### src/rtl/seq_divider.sv
// Multi-cycle unsigned restoring divider: one quotient bit per clock, start/busy/done handshake.
// Produces quotient and remainder WIDTH+2 cycles apart when start is held high.
module seq_divider #(
  parameter int WIDTH = 32
) (
  input  logic             clk,
  input  logic             reset,
  input  logic             start,
  input  logic [WIDTH-1:0] a,
  input  logic [WIDTH-1:0] b,
  output logic             busy,
  output logic             done,
  output logic [WIDTH-1:0] q,
  output logic [WIDTH-1:0] r,
  output logic             div_zero
);

  localparam int CW = $clog2(WIDTH + 1);

  typedef enum logic [1:0] {
    IDLE = 2'd0,
    RUN  = 2'd1,
    FIN  = 2'd2
  } state_t;

  state_t           state_r;
  logic [CW-1:0]    count_r;
  logic [WIDTH-1:0] qreg_r;
  logic [WIDTH-1:0] divisor_r;
  // The settled remainder is always below the divisor, so only the shifted
  // value needs the extra bit for the WIDTH+1-bit compare/subtract.
  logic [WIDTH-1:0] rem_r;
  logic [WIDTH:0]   rem_shift_s;
  logic [WIDTH-1:0] rem_next_s;
  logic [WIDTH-1:0] qreg_next_s;

  // One restoring step: shift in the next dividend bit, subtract if it fits.
  always_comb begin
    rem_shift_s = {rem_r, qreg_r[WIDTH-1]};
    qreg_next_s = {qreg_r[WIDTH-2:0], 1'b0};
    rem_next_s  = rem_shift_s[WIDTH-1:0];
    if (rem_shift_s >= {1'b0, divisor_r}) begin
      rem_next_s     = WIDTH'(rem_shift_s - {1'b0, divisor_r});
      qreg_next_s[0] = 1'b1;
    end else begin
      rem_next_s     = rem_shift_s[WIDTH-1:0];
      qreg_next_s[0] = 1'b0;
    end
  end

  // Control FSM, datapath registers and registered handshake/result outputs.
  always_ff @(posedge clk) begin
    if (reset) begin
      state_r   <= IDLE;
      count_r   <= {CW{1'b0}};
      qreg_r    <= {WIDTH{1'b0}};
      divisor_r <= {WIDTH{1'b0}};
      rem_r     <= {WIDTH{1'b0}};
      busy      <= 1'b0;
      done      <= 1'b0;
      q         <= {WIDTH{1'b0}};
      r         <= {WIDTH{1'b0}};
      div_zero  <= 1'b0;
    end else begin
      case (state_r)
        IDLE: begin
          busy <= 1'b0;
          done <= 1'b0;
          if (start) begin
            if (b == {WIDTH{1'b0}}) begin
              q        <= {WIDTH{1'b1}};
              r        <= a;
              div_zero <= 1'b1;
              done     <= 1'b1;
              state_r  <= FIN;
            end else begin
              qreg_r    <= a;
              divisor_r <= b;
              rem_r     <= {WIDTH{1'b0}};
              count_r   <= CW'(WIDTH);
              busy      <= 1'b1;
              state_r   <= RUN;
            end
          end
        end
        RUN: begin
          qreg_r  <= qreg_next_s;
          rem_r   <= rem_next_s;
          count_r <= count_r - CW'(1);
          if (count_r == CW'(1)) begin
            q        <= qreg_next_s;
            r        <= rem_next_s;
            div_zero <= 1'b0;
            busy     <= 1'b0;
            done     <= 1'b1;
            state_r  <= FIN;
          end
        end
        FIN: begin
          done    <= 1'b0;
          busy    <= 1'b0;
          state_r <= IDLE;
        end
        default: begin
          busy    <= 1'b0;
          done    <= 1'b0;
          state_r <= IDLE;
        end
      endcase
    end
  end

endmodule

### config.mk
export PLATFORM = sky130hd
export DESIGN_NAME = seq_divider
export DESIGN_NICKNAME = d
export VERILOG_FILES = /design/src/rtl/seq_divider.sv
export SDC_FILE = /design/constraint.sdc
export NUM_CORES = 1
export LEC_CHECK = 0
export ABC_CLOCK_PERIOD_IN_PS = 4100
export CAP_MARGIN = 20
export CORE_MARGIN = 8
export CORE_UTILIZATION = 40
export CTS_BUF_LIST = sky130_fd_sc_hd__clkbuf_4
export DETAILED_ROUTE_END_ITERATION = 10
export GPL_TIMING_DRIVEN = 0
export HOLD_SLACK_MARGIN = 0.12
export PLACE_DENSITY_LB_ADDON = 0.15
export SYNTH_ARGS = -nofsm -noshare
export SYNTH_HDL_FRONTEND = slang
export SYNTH_SLANG_ARGS = --single-unit
### constraint.sdc
create_clock -name clk -period 4.1 [get_ports clk]
set_clock_uncertainty 0.05 [all_clocks]
set_input_delay 0.82 -clock clk [delete_from_list [all_inputs] [get_ports clk]]
set_output_delay 0.82 -clock clk [all_outputs]
set_load 0.02 [all_outputs]
==> impl_metrics.env <==
export IMPL_yosys_area_top_type="dfxtp_1"
export IMPL_yosysSeqAreaShare=0.388
export IMPL_hold_path_end="divisor_r[9]"
export IMPL_dpl_hpwl_um=23100
export IMPL_vias=8733
export IMPL_synth_cell_types=63
export IMPL_power_mw=9.87
export IMPL_grt_overflow_total=0
export IMPL_tritoncts="done"
export IMPL_drtAntennaViolNets=0
export IMPL_holdBufCountCts=0
export IMPL_numCtsBuffers=17
export IMPL_fin_tns_setup_ps=0
export IMPL_synth_edf_count=0
export IMPL_clock_path_buffers=2
export IMPL_grt_max_degree=18
export IMPL_die_h_um=165
export IMPL_cp_buffers_inverters=2
export IMPL_synth_warnings=0
export IMPL_detail_route_wl_per_cell_um=18.7
export IMPL_drc_errors=0
export IMPL_cpPeakStageDelay_ps=430
export IMPL_synthTopCellsByArea="dfxtp_1 39%, nand2_1 8.8%, a21oi_1 5.7%"
export IMPL_hold_depth=2
export IMPL_crit_family="compound AO/OA/AOI/OAI gates"
export IMPL_worstMarginPinSlew_ps=924
export IMPL_cts_resized=0
export IMPL_dr_pass1_iters=7
export IMPL_portBuffers=132
export IMPL_timing_rr_end="r[30]"
export IMPL_ff2ff_path_depth=14
export IMPL_antenna_found_initial=1
export IMPL_gp_congestion=0.906
export IMPL_cp_num_cells=14
export IMPL_r2r_slack_ps=550
export IMPL_yosysTopAreaCellShare=0.388
export IMPL_post_cts_repair_setup_buffers=0
export IMPL_synth_flop_cell="dfxtp_1"
export IMPL_end_kind="register"
export IMPL_vdd_drop_max_mv=0.652
export IMPL_clkTransAtPathRegs_ps=160
export IMPL_syn_avg_cell_area_um2=7.76
export IMPL_vias_per_cell=5.52
export IMPL_area_growth_pct=22.1
export IMPL_grt_pass1_vias=8461
export IMPL_start_kind="register"
export IMPL_die_x_um=165
export IMPL_syn_area_mm2=0.00882
export IMPL_seqCellArea_mm2=0.00342
export IMPL_critPathKind="register to register"
export IMPL_fmax_mhz=282
export IMPL_grt_usage=0.217
export IMPL_final_common_cell="nand2_1"
export IMPL_slew_violations=0
export IMPL_cts_root_buf="clkbuf_4"
export IMPL_nNetsFinal=1391
export IMPL_finalSetupViolations=0
export IMPL_synth_cells=1137
export IMPL_reg2reg_from="qreg_r[31]"
export IMPL_hp_class="register to register"
export IMPL_num_rows=54
export IMPL_die_area_mm2=0.0271
export IMPL_crit_path_frequent_cell="inv_1"
export IMPL_maxCapViolCount=0
export IMPL_worstSkewPairLatency_ps=600
export IMPL_synth_nets=1239
export IMPL_nFillCells=2206
export IMPL_wl_um=29500
export IMPL_path_max_fanout=5
export IMPL_drt_initial_drc_count=671
export IMPL_ys_async_sr_fraction=0
export IMPL_critPathRequiredTime_ps=4500
export IMPL_ys_ff_latch=171
export IMPL_cp_arrival_ps=3950
export IMPL_core_area_mm2=0.0218
export IMPL_multiInputGateArea_mm2=0.00488
export IMPL_powerDensity_mw_per_mm2=917
export IMPL_crit_chain="inv_1 > ha_1 > inv_1 > fa_1 > a21oi_1 > o211ai_2 > nand3_1 > nand2_1 > o31a_1 > a311oi_2 > o21ai_1 > xor2_1 > a2111oi_2 > nor4_1"
export IMPL_finalHoldViolCount=0
export IMPL_outcome="finished, final reports clean"
export IMPL_hp_start="divisor_r[9]"
export IMPL_critPathSlowestCell="a2111oi_2"
export IMPL_drive_gt1_frac=0.0691
export IMPL_slew_headroom=0.380
export IMPL_period_needed_ps=3550
export IMPL_cts_sinks=171
export IMPL_htreeDepth=4
export IMPL_fin_crit_sh=0.866
export IMPL_grt_pass1_wl_um=46000
export IMPL_io_pins=134
export IMPL_rsz0062_at_grt="false"
export IMPL_initial_utilization=0.405
export IMPL_p_leak_nw=4.05
export IMPL_final_cell_mix="207 x nand2_1, 171 x dfxtp_1, 132 x clkdlybuf4s50_1"
[per-layer routing]
layer	GRT usage	routed length, um
met5	0	0
met4	0.0741	651
met1	0.283	13400
met2	0.352	13800
met3	0.0426	1740
[kinds of logic (layout without fill, tap and decap cells)]
kind of cell / Yosys count / after routing / synth area share
flip-flops: 171 / 171 / 0.388
adder cells (fa/ha/maj): 35 / 35 / 0.0505
buffers and inverters: 127 / 292 / 0.0584
AO/OA/AOI/OAI: 262 / 262 / 0.202
multiplexers: 22 / 22 / 0.0279
AND/OR/NAND/NOR: 490 / 490 / 0.243
other: 0 / 1 / 0
XOR/XNOR: 30 / 30 / 0.0298
[flip-flops by register name (all words and copies together) (netlist names)]
| signal | flops |
|---|---|
| divisor_r | 32 |
| q | 32 |
| count_r | 6 |
| busy | 1 |
| rem_r | 32 |
| done | 1 |
| state_r | 2 |
| div_zero | 1 |
| qreg_r | 32 |
| r | 32 |
[synthesized netlist by cell type (13+ instances only)]
cell type	instances
a21o_1	17
a21oi_1	100
a311oi_1	54
clkbuf_1	61
dfxtp_1	171
ha_1	34
inv_1	46
mux2_2	21
nand2_1	207
nand3_1	18
nor2_1	126
nor3_1	78
nor4_1	13
o21ai_0	23
xnor2_1	16
xor2_1	14
[area by class of cell]
class                      count  share of cell area
inverter                      46              0.0160
buffer                        81              0.0318
antenna                        1            0.000232
timing repair buffer         133               0.123
clock inverter                14              0.0129
sequential                   171               0.318
clock buffer                  18              0.0125
multi-input combinational    839               0.453
tap                          280              0.0325
[per-stage QoR]
step           utilization  area [um2]  instances  hold WS (ps)  worst slack (ps)
2_1_floorplan            -        8820       1137           386              1180
3_3_place_gp         0.482       10500       1549           393              55.9
3_5_place_dp         0.483       10500       1550           398              78.1
4_1_cts              0.495       10800       1582           418               596
5_1_grt              0.495       10800       1583           431               380
6_report             0.495       10800       1583           417               548
[report_power, final]
group          total, mW  internal (mW)  switching (mW)
logic               6.70           2.88            3.81
registers           2.21           1.96           0.250
clock network      0.968          0.271           0.697
[worst max-delay path by stage]
stage / from / end / slack, ps
global placement: b[10] / q[20] / 60
finish: qreg_r[31] / r[30] / 550
global route: divisor_r[1] / r[19] / 380
CTS: divisor_r[0] / r[30] / 600
floorplan: qreg_r[31] / r[30] / 1180
detailed placement: b[10] / r[9] / 80
[worst reg2reg max path: stages, from the launching register on]
cell and delay (ps):
dfxtp_1 380, inv_1 70, ha_1 160, inv_1 60, fa_1 400, a21oi_1 290, o211ai_2 180, nand3_1 130
nand2_1 120, o31a_1 340, a311oi_2 370, o21ai_1 150, xor2_1 190, a2111oi_2 430, nor4_1 100
(Power assumes the default switching activity.)
